### src/rtl/nx_ram_fifo_1rw_ctrl_if.sv
// ---------------------------------------------------------------------------
// nx_ram_fifo_1rw_ctrl_if
//   Valid/ready handshake bundle for the 1rw-RAM FIFO controller.
//
//   Signals:
//     wr_valid / wr_data / wr_ready : write (push) channel
//     rd_valid / rd_data / rd_ready : read (pop) channel
//
//   Modports:
//     master : the FIFO user (drives writes, consumes reads)
//     slave  : the FIFO controller
// ---------------------------------------------------------------------------
interface nx_ram_fifo_1rw_ctrl_if #(
    parameter int WIDTH = 64
) ();
    logic             wr_valid;
    logic [WIDTH-1:0] wr_data;
    logic             wr_ready;
    logic             rd_valid;
    logic [WIDTH-1:0] rd_data;
    logic             rd_ready;

    modport master (
        output wr_valid, wr_data, rd_ready,
        input  wr_ready, rd_valid, rd_data
    );

    modport slave (
        input  wr_valid, wr_data, rd_ready,
        output wr_ready, rd_valid, rd_data
    );
endinterface

### src/rtl/nx_ram_fifo_1rw_ctrl.sv
// ---------------------------------------------------------------------------
// nx_ram_fifo_1rw_ctrl
//   Turns one single-port (1rw) RAM macro with a registered read port into a
//   valid/ready FIFO. Writes and prefetch reads share the RAM port; a 3-entry
//   output buffer hides the one-cycle read latency. Capacity is DEPTH+3.
//
//   Ports:
//     clk, rst_n      : clock (also clocks the RAM), async active-low reset
//     fifo (slave)    : wr_valid/wr_data/wr_ready, rd_valid/rd_data/rd_ready
//     level           : entries held (RAM + in-flight read + output buffer)
//     ram_cs, ram_we  : RAM strobes
//     ram_add         : RAM address
//     ram_din,ram_bwe : RAM write data, bit write enables (all ones)
//     ram_dout        : RAM registered read data
//     ram_ecc_err     : RAM uncorrectable-error flag
//     err, err_addr   : sticky error and address of the first errored read
//
//   Configuration:
//     NX_RAM_FIFO_1RW_CTRL_ECC_ERR_EN : when defined, ram_ecc_err on a
//     landing read sets err and captures err_addr. When undefined, err and
//     err_addr are tied to zero and ram_ecc_err is ignored.
// ---------------------------------------------------------------------------
module nx_ram_fifo_1rw_ctrl #(
    parameter int WIDTH = 64,
    parameter int DEPTH = 32768,
    parameter int AW    = $clog2(DEPTH)
) (
    input  logic                 clk,
    input  logic                 rst_n,
    nx_ram_fifo_1rw_ctrl_if.slave fifo,
    output logic [AW+1:0]        level,
    output logic                 ram_cs,
    output logic                 ram_we,
    output logic [AW-1:0]        ram_add,
    output logic [WIDTH-1:0]     ram_din,
    output logic [WIDTH-1:0]     ram_bwe,
    input  logic [WIDTH-1:0]     ram_dout,
    input  logic                 ram_ecc_err,
    output logic                 err,
    output logic [AW-1:0]        err_addr
);

    localparam logic [AW:0]   FULL_CNT  = (AW+1)'(DEPTH);
    localparam logic [AW-1:0] LAST_ADDR = AW'(DEPTH - 1);

    typedef enum logic {
        GNT_RD = 1'b0,
        GNT_WR = 1'b1
    } grant_e;

    grant_e           last_grant;
    grant_e           last_grant_nxt;

    logic [AW-1:0]    wptr;
    logic [AW-1:0]    rptr;
    logic [AW:0]      ram_count;
    logic             inflight;
    logic [1:0]       ob_count;
    logic [1:0]       ob_count_nxt;
    logic [WIDTH-1:0] ob_data     [3];
    logic [WIDTH-1:0] ob_data_nxt [3];
    logic [1:0]       wr_idx;

    logic             fetch_req;
    logic             urgent;
    logic             wr_grant;
    logic             rd_grant;
    logic             push;
    logic             pop;

    // Pointer increment with wrap at DEPTH-1 (DEPTH need not be a power of 2).
    function automatic logic [AW-1:0] ptr_inc(input logic [AW-1:0] p);
        return (p == LAST_ADDR) ? '0 : p + AW'(1);
    endfunction

    // ------------------------------------------------------------------
    // Request / grant
    // ------------------------------------------------------------------
    assign fetch_req = (ram_count != '0) &&
                       (({1'b0, ob_count} + {2'b00, inflight}) < 3'd3);
    assign urgent    = fetch_req && (ob_count == 2'd0) && !inflight;

    // Depends on state only, so no combinational path from wr_valid/rd_ready.
    assign fifo.wr_ready = (ram_count != FULL_CNT) &&
                           !(fetch_req && (urgent || (last_grant == GNT_WR)));

    assign wr_grant = fifo.wr_valid && fifo.wr_ready;
    assign rd_grant = fetch_req && !wr_grant;

    assign push = inflight;
    assign pop  = fifo.rd_valid && fifo.rd_ready;

    // ------------------------------------------------------------------
    // Arbiter: state register / next state / outputs
    // ------------------------------------------------------------------
    always_ff @(posedge clk or negedge rst_n) begin
        if (!rst_n) begin
            last_grant <= GNT_RD;
        end else begin
            last_grant <= last_grant_nxt;
        end
    end

    always_comb begin
        last_grant_nxt = last_grant;
        if (wr_grant) begin
            last_grant_nxt = GNT_WR;
        end else if (rd_grant) begin
            last_grant_nxt = GNT_RD;
        end
    end

    always_comb begin
        ram_cs  = wr_grant || rd_grant;
        ram_we  = wr_grant;
        ram_add = wr_grant ? wptr : rptr;
        ram_din = fifo.wr_data;
        ram_bwe = '1;
    end

    // ------------------------------------------------------------------
    // RAM-side pointers and counters; read issue stage
    // ------------------------------------------------------------------
    always_ff @(posedge clk or negedge rst_n) begin
        if (!rst_n) begin
            wptr      <= '0;
            rptr      <= '0;
            ram_count <= '0;
            inflight  <= 1'b0;
        end else begin
            if (wr_grant) begin
                wptr      <= ptr_inc(wptr);
                ram_count <= ram_count + (AW+1)'(1);
            end else if (rd_grant) begin
                rptr      <= ptr_inc(rptr);
                ram_count <= ram_count - (AW+1)'(1);
            end
            inflight <= rd_grant;
        end
    end

    // ------------------------------------------------------------------
    // Landing stage: output buffer (shift toward head on pop)
    // ------------------------------------------------------------------
    always_comb begin
        ob_count_nxt = ob_count;
        if (push && !pop) begin
            ob_count_nxt = ob_count + 2'd1;
        end else if (!push && pop) begin
            ob_count_nxt = ob_count - 2'd1;
        end
    end

    always_comb begin
        ob_data_nxt = ob_data;
        wr_idx      = ob_count;
        if (pop) begin
            ob_data_nxt[0] = ob_data[1];
            ob_data_nxt[1] = ob_data[2];
            wr_idx         = ob_count - 2'd1;
        end
        if (push) begin
            for (int i = 0; i < 3; i++) begin
                if (wr_idx == 2'(i)) begin
                    ob_data_nxt[i] = ram_dout;
                end
            end
        end
    end

    always_ff @(posedge clk or negedge rst_n) begin
        if (!rst_n) begin
            ob_count <= 2'd0;
        end else begin
            ob_count <= ob_count_nxt;
        end
    end

    always_ff @(posedge clk) begin
        for (int i = 0; i < 3; i++) begin
            ob_data[i] <= ob_data_nxt[i];
        end
    end

    assign fifo.rd_valid = (ob_count != 2'd0);
    assign fifo.rd_data  = ob_data[0];

    assign level = (AW+2)'(ram_count) + (AW+2)'(inflight) + (AW+2)'(ob_count);

    // ------------------------------------------------------------------
    // Error capture on the landing stage
    // ------------------------------------------------------------------
`ifdef NX_RAM_FIFO_1RW_CTRL_ECC_ERR_EN
    logic [AW-1:0] fetch_addr_p1;

    always_ff @(posedge clk) begin
        if (rd_grant) begin
            fetch_addr_p1 <= rptr;
        end
    end

    always_ff @(posedge clk or negedge rst_n) begin
        if (!rst_n) begin
            err      <= 1'b0;
            err_addr <= '0;
        end else if (inflight && ram_ecc_err) begin
            err <= 1'b1;
            if (!err) begin
                err_addr <= fetch_addr_p1;
            end
        end
    end
`else
    logic unused_ecc_err;

    assign unused_ecc_err = ram_ecc_err;
    assign err            = 1'b0;
    assign err_addr       = '0;
`endif

endmodule
### src/flat_wrapper.sv
// flat-port wrapper written by rule: the top's interface ports become plain ports
module nx_ram_fifo_1rw_ctrl_flat 
#(
    parameter int WIDTH = 64,
    parameter int DEPTH = 32768,
    parameter int AW    = $clog2(DEPTH)
)
  (clk, rst_n, level, ram_cs, ram_we, ram_add, ram_din, ram_bwe, ram_dout, ram_ecc_err, err, err_addr, fifo_wr_valid, fifo_wr_data, fifo_rd_ready, fifo_wr_ready, fifo_rd_valid, fifo_rd_data);
  nx_ram_fifo_1rw_ctrl_if #(.WIDTH(WIDTH)) fifo_i ();
  input  logic clk;
  input  logic rst_n;
  output logic [AW+1:0] level;
  output logic ram_cs;
  output logic ram_we;
  output logic [AW-1:0] ram_add;
  output logic [WIDTH-1:0] ram_din;
  output logic [WIDTH-1:0] ram_bwe;
  input  logic [WIDTH-1:0] ram_dout;
  input  logic ram_ecc_err;
  output logic err;
  output logic [AW-1:0] err_addr;
  input wire logic [$bits(fifo_i.wr_valid)-1:0] fifo_wr_valid;
  input wire logic [$bits(fifo_i.wr_data)-1:0] fifo_wr_data;
  input wire logic [$bits(fifo_i.rd_ready)-1:0] fifo_rd_ready;
  output wire logic [$bits(fifo_i.wr_ready)-1:0] fifo_wr_ready;
  output wire logic [$bits(fifo_i.rd_valid)-1:0] fifo_rd_valid;
  output wire logic [$bits(fifo_i.rd_data)-1:0] fifo_rd_data;
  assign fifo_i.wr_valid = fifo_wr_valid;
  assign fifo_i.wr_data = fifo_wr_data;
  assign fifo_i.rd_ready = fifo_rd_ready;
  assign fifo_wr_ready = fifo_i.wr_ready;
  assign fifo_rd_valid = fifo_i.rd_valid;
  assign fifo_rd_data = fifo_i.rd_data;
  nx_ram_fifo_1rw_ctrl #(.WIDTH(WIDTH), .DEPTH(DEPTH), .AW(AW)) u_core (.clk(clk), .rst_n(rst_n), .fifo(fifo_i), .level(level), .ram_cs(ram_cs), .ram_we(ram_we), .ram_add(ram_add), .ram_din(ram_din), .ram_bwe(ram_bwe), .ram_dout(ram_dout), .ram_ecc_err(ram_ecc_err), .err(err), .err_addr(err_addr));
endmodule
### config.mk
export PLATFORM = sky130hd
export DESIGN_NAME = nx_ram_fifo_1rw_ctrl_flat
export DESIGN_NICKNAME = d
export VERILOG_FILES = /design/src/rtl/nx_ram_fifo_1rw_ctrl_if.sv /design/src/rtl/nx_ram_fifo_1rw_ctrl.sv /design/src/flat_wrapper.sv
export SDC_FILE = /design/constraint.sdc
export NUM_CORES = 1
export LEC_CHECK = 0
export BUFFER_PORTS_ARGS = -buffer_cell sky130_fd_sc_hd__buf_2
export CAP_MARGIN = 15
export CORE_UTILIZATION = 50
export CTS_BUF_LIST = sky130_fd_sc_hd__clkbuf_4
export DETAILED_ROUTE_END_ITERATION = 10
export PLACE_DENSITY = 0.78
export SLEW_MARGIN = 20
export SYNTH_ARGS = -nofsm -noshare
export SYNTH_HDL_FRONTEND = slang
export SYNTH_SLANG_ARGS = --single-unit
### constraint.sdc
create_clock -name clk -period 5.4 [get_ports clk]
set_input_delay 0.27 -clock clk [delete_from_list [all_inputs] [get_ports clk]]
set_output_delay 0.27 -clock clk [all_outputs]
set_load 0.05 [all_outputs]
Word-level counts from Yosys, hierarchy flattened
Index checks and enable logic that the tools add are counted.
Widths: inputs -> output; s select.

storage, ports and cells
  register bits = 242
  output and inout bits = 244
  logic and storage cells = 64

cells by class
  $add $sub $neg = 9
  magnitude comparators = 1
  equal/unequal tests = 5
  muxes and demuxes = 15
  bitwise gates (word level) = 1
  reduce and logical (&&, ||, !) cells = 24

operators by type and width
  cell                   number
  $mux 192               1
  $mux 64                3
  $mux 128               1
  $mux 15                3
  $mux 16                2
  $add 15x1->15 const B  2
  $eq 15x15->1 const B   2
  $add 16x1->17          1
  $add 17x2->17          1
  $add 16x1->16 const B  1
  $ne 16x16->1 const B   1
  $reduce_bool 16->1     1
  $sub 16x1->16 const B  1
  $logic_and 1x1->1      10
  $mux 2                 3
  $reduce_bool 2->1      3
  $logic_not 1->1        4
  $logic_not 2->1        2
  $reduce_and 2->1       2
  $add 2x1->3            1
  $lt 3x2->1 const B     1
  $add 2x1->2 const B    1
  $eq 2x1->1 const B     1
  $eq 2x2->1 const B     1
  other kinds (4)        6

Depth between registers and ports, before layout
Gate-level depths: netlist of run 1.

  depth after elaboration = 14
  mapped depth = 14
  depth with buffers taken out = 13

Worst setup path after synthesis of run 1
OpenSTA, ideal clock, no wires.

  kind = reg2reg
  start = register u_core.ob_count[0]
  end = register u_core.ob_data[0] in the netlist's numbering, enable pin
  arrival time = 4259 ps
  required time = 4914 ps
  path slack = 655 ps
  stages on the path, launching flop included = 10
  clock period less this slack = 4745 ps
  cells stage by stage = dfrtp_1 inv_1 ha_1 nor2b_1 clkbuf_1 clkinv_1 clkbuf_1 nor3_1 a31oi_1 nor2_1

between the ends
  cells in the longest elaborated chain, start to end = 5

ends and longest elaborated chain
  item                                                 RTL line                     text
  start: declaration                                   nx_ram_fifo_1rw_ctrl.sv:58   logic [1:0] ob_count;
  start signal: assignment                             nx_ram_fifo_1rw_ctrl.sv:175  ob_count <= ob_count_nxt;
  branches (longest 2 deep; another with $sub 2x1->2)  --
  $mux 2 (*)                                           nx_ram_fifo_1rw_ctrl.sv:157  if (pop) begin
  $eq 2x2->1 (*)                                       nx_ram_fifo_1rw_ctrl.sv:164  if (wr_idx == 2'(i)) begin
  $reduce_and 2->1 (no source line) (*)                --
  end signal: indexed assignment                       nx_ram_fifo_1rw_ctrl.sv:181  ob_data[i] <= ob_data_nxt[i];
  end: declaration                                     nx_ram_fifo_1rw_ctrl.sv:60   logic [WIDTH-1:0] ob_data [3];

Mark *: on every way between the ends.
A chain may end at the register's enable or synchronous reset.

Final worst setup path of run 1
  start = register u_core.ram_count[7]
  end = output ram_add[12]

between the ends
  cells in the longest elaborated chain, start to end = 10

ends and longest elaborated chain
  item                            RTL line                     text
  start: declaration              nx_ram_fifo_1rw_ctrl.sv:56   logic [AW:0] ram_count;
  start signal: assignment        nx_ram_fifo_1rw_ctrl.sv:133  ram_count <= ram_count + (AW+1)'(1);
  start signal: assignment        nx_ram_fifo_1rw_ctrl.sv:136  ram_count <= ram_count - (AW+1)'(1);
  $reduce_bool 16->1              nx_ram_fifo_1rw_ctrl.sv:79   assign fetch_req = (ram_count != '0) &&
  $logic_and 1x1->1               nx_ram_fifo_1rw_ctrl.sv:79
  $logic_and 1x1->1 (2 in a row)  nx_ram_fifo_1rw_ctrl.sv:81   assign urgent = fetch_req && (ob_count == 2'd0) && !inflight;
  $logic_or 1x1->1                nx_ram_fifo_1rw_ctrl.sv:85   !(fetch_req && (urgent || (last_grant == GNT_WR)));
  $logic_and 1x1->1               nx_ram_fifo_1rw_ctrl.sv:85
  $logic_not 1->1                 nx_ram_fifo_1rw_ctrl.sv:85
  $logic_and 1x1->1 (*)           nx_ram_fifo_1rw_ctrl.sv:84   assign fifo.wr_ready = (ram_count != FULL_CNT) &&
  $logic_and 1x1->1 (*)           nx_ram_fifo_1rw_ctrl.sv:87   assign wr_grant = fifo.wr_valid && fifo.wr_ready;
  $mux 15 (*)                     nx_ram_fifo_1rw_ctrl.sv:116  ram_add = wr_grant ? wptr : rptr;
  end: declaration                flat_wrapper.sv:15           output logic [AW-1:0] ram_add;

Every way passes the cells marked *; elsewhere a longest branch is shown, timed or not.

==> summary.txt, run 1 <==
Cells and area
  • Area Overhead vs Synth: 11.6%
  • Multi-input logic area: 4780 um^2
  • Most frequent cells in the layout: nand2_1, buf_2, nor2_1
  • Sequential cell area: 5740 um^2
  • Filler instances: 2014
  • Nets: 1639
  • Commonest non-fill, non-tap cell in the layout: nand2_1
  • Antenna Cells: 0
  • Layout cells sized above 1: 20.6%
  • Final instance count without filler cells: 1855

Die
  • Die height: 158 um
  • Initial core utilization: 51.2%
  • Row count: 56
  • DIE AREA: 24800 um^2
  • Die width: 158 um
  • Io pins: 377
  • Core Area: 23600 um^2

Synth
  • Main flop type after synthesis: dfxtp_1
  • Post-synthesis adder-cell area fraction: 2.67%
  • Sequential cell area fraction in the yosys report: 47.4%
  • Post-synth EDFFs: 64
  • Netlist Area Pre-Place: 12100 um^2
  • Synth top area cells: dfxtp_1, edfxtp_1, buf_4
  • Mux contribution to synthesized area: 1.66%
  • Main combinational cell family by area after synthesis: simple AND/OR/NAND/NOR gates
  • Avg Cell Area, Syn: 8.83 um^2
  • Simple-Gate Fraction of Synth Area: 17.7%
  • Yosys warns: 0
  • Synth area leader: dfxtp_1
  • Post-synth top area share: 21.2%
  • Synth Area in XOR/XNOR: 3.18%
  • Gate Count Post-Synth: 1369
  • Asr flop ratio synth: 20.7%
  • Compound-Gate Fraction of Synth Area: 11.5%
  • Yosys cell types: 55
  • Seq cells post-synth: 242

Timing
  • Hold Vio Cnt, Final: 0
  • Final Skew: 0.0256 ns
  • Rel. slew slack: 34.2%
  • Worst-Margin Slew: 0.987 ns
  • Fin Setup TNS: 0 ns
  • Tcrit/Tclk final: 77.5%
  • Highest achievable clock rate: 239 MHz
  • RSZ-0062 raised after global routing: no
  • Tmin final: 4.19 ns
  • Fin. max-slew vios: 0
  • # setup viols final: 0
  • Final WS setup: 1.21 ns
  • Hold_ws: 0.142 ns

Setup path
  • Worst Path Max Fanout: 40
  • CP arrival: 3.92 ns
  • Worst reg-to-reg setup slack: 1.53 ns
  • End of the worst register-to-register path: u_core.ram_count[14]$_DFFE_PN0P_
  • Critical Path Max Stage Delay: 0.58 ns
  • CP required: 5.13 ns
  • Worst path cell trace: or4_4 > nor4_4 > a211oi_1 > a31oi_2 > nand2_2 > inv_2 > mux2_2 > buf_2
  • CP endpoint kind: output pin
  • Crit path max-delay cell type: inv_2
  • Critical setup path kind: flop to output pin
  • Crit path from: u_core.ram_count[7]$_DFFE_PN0P_
  • Crit start category: flop
  • Reg2reg start: u_core.ram_count[7]$_DFFE_PN0P_
  • R2R depth: 12

Clocking
  • CTS tree: yes
  • Post-CTS Setup Bufs: 0
  • Max Root-Sink Buffers: 3
  • Clock-pin slew on the worst setup and hold paths: 0.06 ns
  • H-tree Lvls: 3
  • Number of clock sinks: 242
  • CTS buffer count: 68
  • CTS root buf: clkbuf_4
  • Clock Latency Late Sink: 0.65 ns

Pwr
  • LEAKAGE: 6.03 nW
  • Peak supply drop: 0.000616 V
  • Power per Cell Area: 766 nW/um^2

Global routing
  • Largest net degree at the start of global routing: 94
  • Total track usage: 21.1%
  • Initial antenna violation count: 1
  • Congestion Overflow GR: 0
  • Number of global-route vias before repair: 8951
  • First-pass GRT wire length: 42.7 mm

Placement
  • Number of I/O port buffers: 167
  • GPL Wtd Cong: 0.869
  • Post-Place Cells: 1666
  • Placement Setup Slack: 1.59 ns
  • DP HPWL: 15.8 mm

Min path
  • Hold Crit Depth: 4
  • Hold Path End: u_core.rptr[0]$_DFFE_PN0P_
  • Hold Startpoint: fifo_wr_valid
  • Hold Crit Class: input pin to flop

Run
  • Max Cap Viol: 0

Outcome
  • Status: finished, final reports clean

Routing
  • WL/cell: 14.4 um
  • Vias per cell: 5.14
  • DRC: 0
  • Number of routed nets with antenna violations: 0
  • Vias: 9537
  • DRT iter0 DRCs: 719
  • Drt first pass iters: 6
  • Total wire length: 26.6 mm
kinds of logic after synthesis:
| kind of cell | after synthesis |
|---|---|
| adders and majority gates | 24 |
| and+or+nand+nor | 525 |
| DFF | 242 |
| muxes | 18 |
| xor gates and xnor gates | 43 |
| other | 2 |
| buffers and inverters | 295 |
| AOI/OAI and AO/OA | 220 |
registers in the layout (all words and copies together) (netlist names):
register and count:
u_core.ob_data 128, u_core.fifo.rd_data 64, u_core.ob_count 2, u_core.wptr 15, u_core.ram_count 16, u_core.rptr 15, u_core.last_grant 1, u_core.inflight 1
worst max path at each step:
stage,to,slack [ns],cells after the start
6_report,ram_add[12],1.21,8
5_1_grt,ram_add[8],0.94,8
4_1_cts,ram_add[12],1.15,8
3_5_place_dp,u_core.ram_count[15]$_DFFE_PN0P_,1.59,12
3_3_place_gp,u_core.ram_count[15]$_DFFE_PN0P_,1.59,12
2_1_floorplan,u_core.ob_data[0]$_DFFE_PP_,0.65,9
layer usage:
metal	GRT usage, %	wire length, um	vias up
li1	-	-	4633
met1	26.2	11400	4503
met2	34.6	12800	352
met3	6.44	2000	47
met4	7.26	437	2
met5	0	13	-
layout make-up:
cell class | instances | area share [%]
timing repair buffer | 242 | 11.7
sequential | 242 | 42.5
clock buffer | 102 | 5.67
clock inverter | 22 | 1.27
tap | 319 | 2.96
multi-input combinational | 910 | 35.4
inverter | 18 | 0.519
stage by stage:
step	cell area [um^2]	total power, mW	util, %
final	13500	10.3	57.1
after floorplan	12400	7.89	-
after CTS	13500	10.4	57.1
after global routing	13500	11.1	57.1
after global placement	11900	8.33	50.4
after detailed placement	11900	8.48	50.4
Yosys cell counts (2+ instances only):
master     number
ha_1           21
or4_1           2
a31o_2          2
dfxtp_1       128
o31ai_1         5
nand3_1        23
a31oi_1       135
xor2_1         11
nand4_1         9
fa_1            3
nor3_1          8
and2_1          5
buf_2           2
and4_1          3
dfrtp_1        50
and3_1          9
clkbuf_1       63
conb_1          2
xnor2_1        31
mux2i_1         2
o21ai_0        34
a21oi_1        13
a2111oi_0       2
edfxtp_1       64
mux2_2         16
nor2_1        145
buf_4         211
nand2_1       311
a32o_1          3
o211ai_1        3
a211oi_1        3
inv_1          16
nor4_1          4
a21o_1          9
report_power, final:
| group | switching, mW | internal, mW | leakage, nW |
|---|---|---|---|
| combinational | 3.72 | 1.59 | 3.18 |
| sequential | 0.505 | 2.73 | 2.30 |
| clock | 0.778 | 1.01 | 0.548 |
| total | 5.00 | 5.33 | 6.03 |
worst max-delay path: cells and delay by family (launching register included):
family,cells,cell delay (ns)
buffers and inverters,2,0.79
multiplexers,1,0.41
AO/OA/AOI/OAI,2,0.34
flip-flops,1,0.47
AND/OR/NAND/NOR,3,1.25
what timing repair did:
item / CTS / global route
endpoints found under the hold margin: 242 / 0
gates resized for setup: 0 / 0
hold buffers: 65 / 0
Power figures use the tool's default switching activity.
==> run 2, diff against run 1 <==
==> constraint.sdc (replaced) <==
create_clock -name clk -period 3.9 [get_ports clk]
set_input_delay 0.195 -clock clk [delete_from_list [all_inputs] [get_ports clk]]
set_output_delay 0.195 -clock clk [all_outputs]
set_load 0.05 [all_outputs]
==> run 2 against run 1 <==
  * Sequential share of layout area fell by 0.21 points
  * Design area rose by 0.50%
  * First-iteration DRC count rose by 9.2%
  * Die area did not move
  * Total power rose by 39%
  * Sequential power rose by 37%
  * Utilization rose by 0.29 points
  * Non-clock buffer count rose by 8
==> summary.txt, run 2 (synthesized netlist as in run 1, its figures left out) <==
Outcome
  • Status: finished, final reports clean

Routing
  • Vias per cell: 5.10
  • Vias: 9479
  • Drt first pass iters: 5
  • Total wire length: 26.6 mm
  • DRT iter0 DRCs: 785
  • Number of routed nets with antenna violations: 0
  • WL/cell: 14.3 um
  • DRC: 0

Placement
  • Post-Place Cells: 1674
  • Number of I/O port buffers: 167
  • DP HPWL: 16.2 mm
  • GPL Wtd Cong: 0.876
  • Placed cell area: 12000 um^2

Pwr
  • Power per Cell Area: 1060 nW/um^2
  • Comb power frac: 51.8%
  • P_int: 7.46 mW
  • Clock share of power: 17.3%
  • Part of the power in registers: 31.0%
  • LEAKAGE: 6.08 nW
  • Switching Fraction: 48.2%
  • Peak supply drop: 0.000904 V
  • Psw: 6.93 mW

Timing
  • RSZ-0062 raised after global routing: no
  • Fin Setup TNS: 0 ns
  • Hold Vio Cnt, Final: 0
  • Final Skew: 0.0431 ns
  • Hold_ws: 0.103 ns
  • Worst-Margin Slew: 0.856 ns
  • Tcrit/Tclk final: 94.7%
  • # setup viols final: 0
  • Tmin final: 3.69 ns
  • Highest achievable clock rate: 271 MHz
  • Fin. max-slew vios: 0
  • Rel. slew slack: 42.9%

Cells and area
  • Layout cells sized above 1: 21.4%
  • Nets: 1646
  • Final instance count without filler cells: 1860
  • Fin area: 13600 um^2
  • Most flops, register: u_core.ob_data
  • Commonest non-fill, non-tap cell in the layout: nand2_1
  • Most frequent cells in the layout: nand2_1, buf_2, nor2_1
  • Area Overhead vs Synth: 12.1%
  • Layout Utilization: 57.4%
  • Max reg flops: 128
  • Filler instances: 2040

Setup path
  • WP buf/inv: 3
  • Worst path cell trace: or4_4 > nor4_4 > a211oi_1 > a31oi_4 > nand2_4 > buf_4 > inv_6 > mux2_2 > buf_2
  • Critical setup path kind: flop to output pin
  • Reg2reg start: u_core.ram_count[6]$_DFFE_PN0P_
  • Critical Path Max Stage Delay: 0.57 ns
  • Crit path max-delay cell type: or4_4
  • Worst reg-to-reg setup slack: 0.35 ns
  • End of the worst register-to-register path: u_core.ram_count[14]$_DFFE_PN0P_
  • CP endpoint kind: output pin
  • Worst Path Max Fanout: 34
  • Crit start category: flop
  • R2R depth: 12
  • CP required: 3.70 ns
  • CP arrival: 3.50 ns
  • Critical path's top delay family: simple AND/OR/NAND/NOR gates

Die
  • Core Area: 23600 um^2
  • Initial core utilization: 51.2%
  • Die height: 158 um
  • Die width: 158 um
  • Io pins: 377
  • DIE AREA: 24800 um^2
  • Row count: 56

Min path
  • Hold Crit Class: input pin to flop
  • Hold Startpoint: fifo_wr_valid
  • Hold Crit Depth: 4
  • Hold Path End: u_core.rptr[0]$_DFFE_PN0P_

Clocking
  • CTS buffer count: 67
  • Clock-pin slew on the worst setup and hold paths: 0.06 ns
  • Number of clock sinks: 242
  • CTS root buf: clkbuf_4
  • CTS tree: yes
  • Clock Latency Late Sink: 0.64 ns
  • H-tree Lvls: 3
  • Max Root-Sink Buffers: 3

Global routing
  • First-pass GRT wire length: 41.9 mm
  • Total track usage: 20.9%
  • Initial antenna violation count: 0
  • Largest net degree at the start of global routing: 85
  • Congestion Overflow GR: 0
  • Number of global-route vias before repair: 8664

Run
  • Max Cap Viol: 0
[run 2: timing repair]
item / in CTS / in global routing
hold endpoints to repair: 242 / 0
gates resized for setup: 2 / 1
cloned: 0 / 0
setup buffers: 0 / 0
setup endpoints to repair: 15 / 14
pin swaps: 0 / 0
hold buffers: 65 / 0
[run 2: worst max path at each step]
| stage | start | end | slack [ns] | cells past startpoint |
|---|---|---|---|---|
| 2_1_floorplan | u_core.ram_count[7]$_DFFE_PN0P_ | u_core.ram_count[15]$_DFFE_PN0P_ | 0.13 | 13 |
| 3_3_place_gp | u_core.ram_count[6]$_DFFE_PN0P_ | u_core.ram_count[14]$_DFFE_PN0P_ | 0.30 | 12 |
| 3_5_place_dp | u_core.ram_count[6]$_DFFE_PN0P_ | u_core.ram_count[14]$_DFFE_PN0P_ | 0.22 | 12 |
| 4_1_cts | u_core.ram_count[6]$_DFFE_PN0P_ | ram_add[7] | 0.03 | 9 |
| 5_1_grt | u_core.ram_count[9]$_DFFE_PN0P_ | ram_add[8] | 0.02 | 9 |
| 6_report | u_core.ram_count[6]$_DFFE_PN0P_ | ram_add[8] | 0.21 | 9 |
[run 2: power by group through the flow]
stage / clock network [mW] / registers [mW] / logic (mW)
after floorplan: 0 / 4.31 / 6.62
after global placement: 0 / 4.43 / 7.21
after detailed placement: 0 / 4.47 / 7.35
after CTS: 2.57 / 4.43 / 7.43
after global routing: 2.71 / 4.59 / 8.12
final: 2.48 / 4.45 / 7.45
[run 2: cell type report]
type | count | area [um^2] | share of cell area [%]
clock inverter | 15 | 148 | 1.09
timing repair buffer | 250 | 1620 | 12.0
multi-input combinational | 910 | 4790 | 35.3
antenna | 1 | 2.50 | 0.0185
sequential | 242 | 5740 | 42.3
tap | 319 | 399 | 2.94
inverter | 18 | 75.1 | 0.554
clock buffer | 105 | 788 | 5.81
[run 2: tightest hold or removal path, delay by kind of cell]
family	cells	cell delay [ns]
buf+inv	1	0.12
compound gates	2	0.29
simple gates	1	0.06
[run 2: per-stage QoR]
stage	worst slack (ns)	power (mW)
CTS	0.0343	14.4
detailed placement	0.221	11.8
global placement	0.301	11.6
global route	0.0171	15.4
floorplan	0.132	10.9
finish	0.206	14.4
[run 2: metal layers]
metal / track usage, % / up-vias / share of wire [%] / wire, um
met5: 0 / - / 0 / 0
met4: 8.88 / 0 / 2.3 / 619
met3: 7.38 / 61 / 8.7 / 2320
met2: 33.0 / 374 / 46 / 12100
met1: 25.7 / 4402 / 43 / 11500
li1: - / 4642 / - / -
==> run 3, diff against run 2 <==
--- a/config.mk
+++ b/config.mk
@@ -5,6 +5,7 @@
 export SDC_FILE = /design/constraint.sdc
 export NUM_CORES = 1
 export LEC_CHECK = 0
+export ABC_AREA = 1
 export BUFFER_PORTS_ARGS = -buffer_cell sky130_fd_sc_hd__buf_2
 export CAP_MARGIN = 15
 export CORE_UTILIZATION = 50
==> run 3 against run 2 <==
  * Maximum frequency grew 4.6%
  * Area after synthesis grew 4.5%
  * Worst setup slack gained 0.16 ns
  * Sequential share of layout area shrank 1.2 points
  * Largest power group unchanged
  * Clock skew is essentially flat
  * Final cell count grew 8.2%
  * Global-route usage grew 1.2 points
  * Total power grew 4.0%
==> summary.txt, run 3 <==
Synth
  • Count leader, synth: nand2_1
  • Synth top area cells: dfxtp_1, edfxtp_1, buf_4
  • Synth area leader: dfxtp_1
  • Sequential cell area fraction in the yosys report: 45.4%
  • Seq cells post-synth: 242
  • Gate Count Post-Synth: 1529
  • Avg Cell Area, Syn: 8.26 um^2
  • Main flop type after synthesis: dfxtp_1
  • Yosys cell types: 39
  • Netlist Area Pre-Place: 12600 um^2
  • Yosys warns: 0
  • Synth top cells by count: nand2_1, buf_4, nor2_1, nand3_1
  • Post-synth EDFFs: 64
  • Post-synth top area share: 20.3%
  • Asr flop ratio synth: 20.7%

Timing
  • Hold_ws: 0.0805 ns
  • Final Skew: 0.0428 ns
  • Highest achievable clock rate: 283 MHz
  • Fin. max-slew vios: 0
  • # setup viols final: 0
  • Tmin final: 3.53 ns
  • Fin Setup TNS: 0 ns
  • Hold Vio Cnt, Final: 0
  • Final WS setup: 0.367 ns
  • RSZ-0062 raised after global routing: no
  • Rel. slew slack: 32.5%
  • Worst-Margin Slew: 1.01 ns
  • Tcrit/Tclk final: 90.6%

Min path
  • Hold Crit Class: input pin to flop

Clocking
  • CTS buffer count: 67
  • H-tree Lvls: 3
  • CTS root buf: clkbuf_4
  • Max Root-Sink Buffers: 3
  • CTS tree: yes
  • Clock Latency Late Sink: 0.68 ns
  • CTS-repair resized insts: 0
  • Number of clock sinks: 242
  • Clock-pin slew on the worst setup and hold paths: 0.07 ns

Global routing
  • Number of global-route vias before repair: 9810
  • Congestion Overflow GR: 0
  • First-pass GRT wire length: 47.5 mm
  • Total track usage: 22.1%
  • Initial antenna violation count: 1
  • Largest net degree at the start of global routing: 107

Pwr
  • Part of the power in registers: 30.0%
  • Pwr Total: 15.0 mW
  • Clock share of power: 15.5%
  • Switching Fraction: 51.0%
  • Psw: 7.63 mW
  • P_int: 7.33 mW
  • Peak supply drop: 0.00120 V
  • Comb power frac: 54.5%
  • Power per Cell Area: 1070 nW/um^2
  • LEAKAGE: 6.37 nW

Cells and area
  • Final instance count without filler cells: 2012
  • Layout cells sized above 1: 18.1%
  • Filler instances: 2181
  • Most frequent cells in the layout: nand2_1, nor2_1, buf_2
  • Layout Utilization: 56.8%
  • Most flops, register: u_core.ob_data
  • Commonest non-fill, non-tap cell in the layout: nand2_1
  • Fin area: 13900 um^2
  • Area Overhead vs Synth: 10.4%
  • Max reg flops: 128
  • Nets: 1791

Setup path
  • Worst Path Max Fanout: 6
  • CP required: 3.70 ns
  • Crit start category: flop
  • Crit path max-delay cell type: dfrtp_1
  • CP endpoint kind: output pin
  • Cell mode on critical path: inv_1
  • CP arrival: 3.34 ns
  • Critical setup path kind: flop to output pin
  • Worst path cell trace: inv_1 > fa_1 > inv_1 > fa_1 > nand2_1 > nor3_2 > nand4_1 > inv_1 > nand3_1 > nor2_1 > nand3_1 > nor2_1 > buf_2
  • Critical Path Max Stage Delay: 0.52 ns

Die
  • Die width: 161 um
  • DIE AREA: 25900 um^2
  • Initial core utilization: 51.5%
  • Die height: 161 um
  • Io pins: 377
  • Row count: 57
  • Core Area: 24500 um^2

Placement
  • DP HPWL: 17.4 mm
  • Placement Setup Slack: 0.765 ns
  • Number of I/O port buffers: 167
  • Post-Place Cells: 1823
  • Placed cell area: 12400 um^2
  • GPL Wtd Cong: 0.889

Routing
  • WL/cell: 14.3 um
  • Vias per cell: 5.15
  • Number of routed nets with antenna violations: 0
  • DRC: 0
  • Drt first pass iters: 5
  • Vias: 10353
  • DRT iter0 DRCs: 916
  • Total wire length: 28.8 mm

Run
  • Max Cap Viol: 0

Outcome
  • Status: finished, final reports clean
-- run 3: critical path: cells and delay by family, from the launching register on --
family / cells / cell delay [ns]
AND/OR/NAND/NOR: 7 / 0.90
buffers and inverters: 4 / 0.63
adder cells (fa/ha/maj): 2 / 0.63
flip-flops: 1 / 0.52
-- run 3: per-layer routing --
metal	wire [um]	GRT usage, %	vias to the layer above
met3	1620	4.18	61
met5	0	0	-
met4	663	10.4	0
li1	-	-	5089
met1	13100	29.7	4836
met2	13400	34.4	367
-- run 3: kinds of logic after synthesis --
group,after synthesis,synth area share [%]
AND/OR/NAND/NOR,665,22.3
other,2,0.0594
buffers and inverters,350,17.1
adder cells (fa/ha/maj),24,2.55
XOR/XNOR,49,3.40
flip-flops,242,45.4
AO/OA/AOI/OAI,197,9.23
-- run 3: timing repair --
action / in CTS / in global routing
hold buffers: 66 / 0
hold endpoints to repair: 242 / 0
setup endpoints to repair: 0 / 0
buffers inserted: 0 / 0
-- run 3: worst paths after layout --
kind,start,endpoint,slack (ns),depth (start not counted)
hold / removal,fifo_wr_valid,u_core.last_grant$_DFFE_PN0P_,0.08,3
min in group asynchronous,rst_n,u_core.wptr[5]$_DFFE_PN0P_,0.18,3
hold reg to reg,u_core.ob_data[92]$_DFF_P_,u_core.fifo.rd_data[28]$_DFF_P_,0.46,2
max in group asynchronous,rst_n,u_core.rptr[5]$_DFFE_PN0P_,3.26,3
setup / recovery,u_core.inflight$_DFF_PN0_,level[16],0.37,13
setup reg to reg,u_core.inflight$_DFF_PN0_,u_core.ram_count[15]$_DFFE_PN0P_,0.74,14
-- run 3: area by class of cell --
| cell class | instances | area (um^2) | share of cell area [%] |
|---|---|---|---|
| inverters | 63 | 239 | 1.71 |
| clock buffers | 103 | 773 | 5.54 |
| multi-input cells | 1015 | 5070 | 36.4 |
| flip-flops and latches | 242 | 5740 | 41.1 |
| repair buffers | 245 | 1610 | 11.6 |
| diodes | 1 | 2.50 | 0.0179 |
| well taps | 324 | 405 | 2.91 |
| clock inverters | 19 | 105 | 0.754 |
-- run 3: power groups by stage --
stage / logic (mW) / registers, mW / clock network (mW)
3_5_place_dp: 8.07 / 4.50 / 0
5_1_grt: 8.97 / 4.61 / 2.55
2_1_floorplan: 7.26 / 4.33 / 0
6_report: 8.15 / 4.49 / 2.32
3_3_place_gp: 7.87 / 4.47 / 0
4_1_cts: 8.15 / 4.47 / 2.40
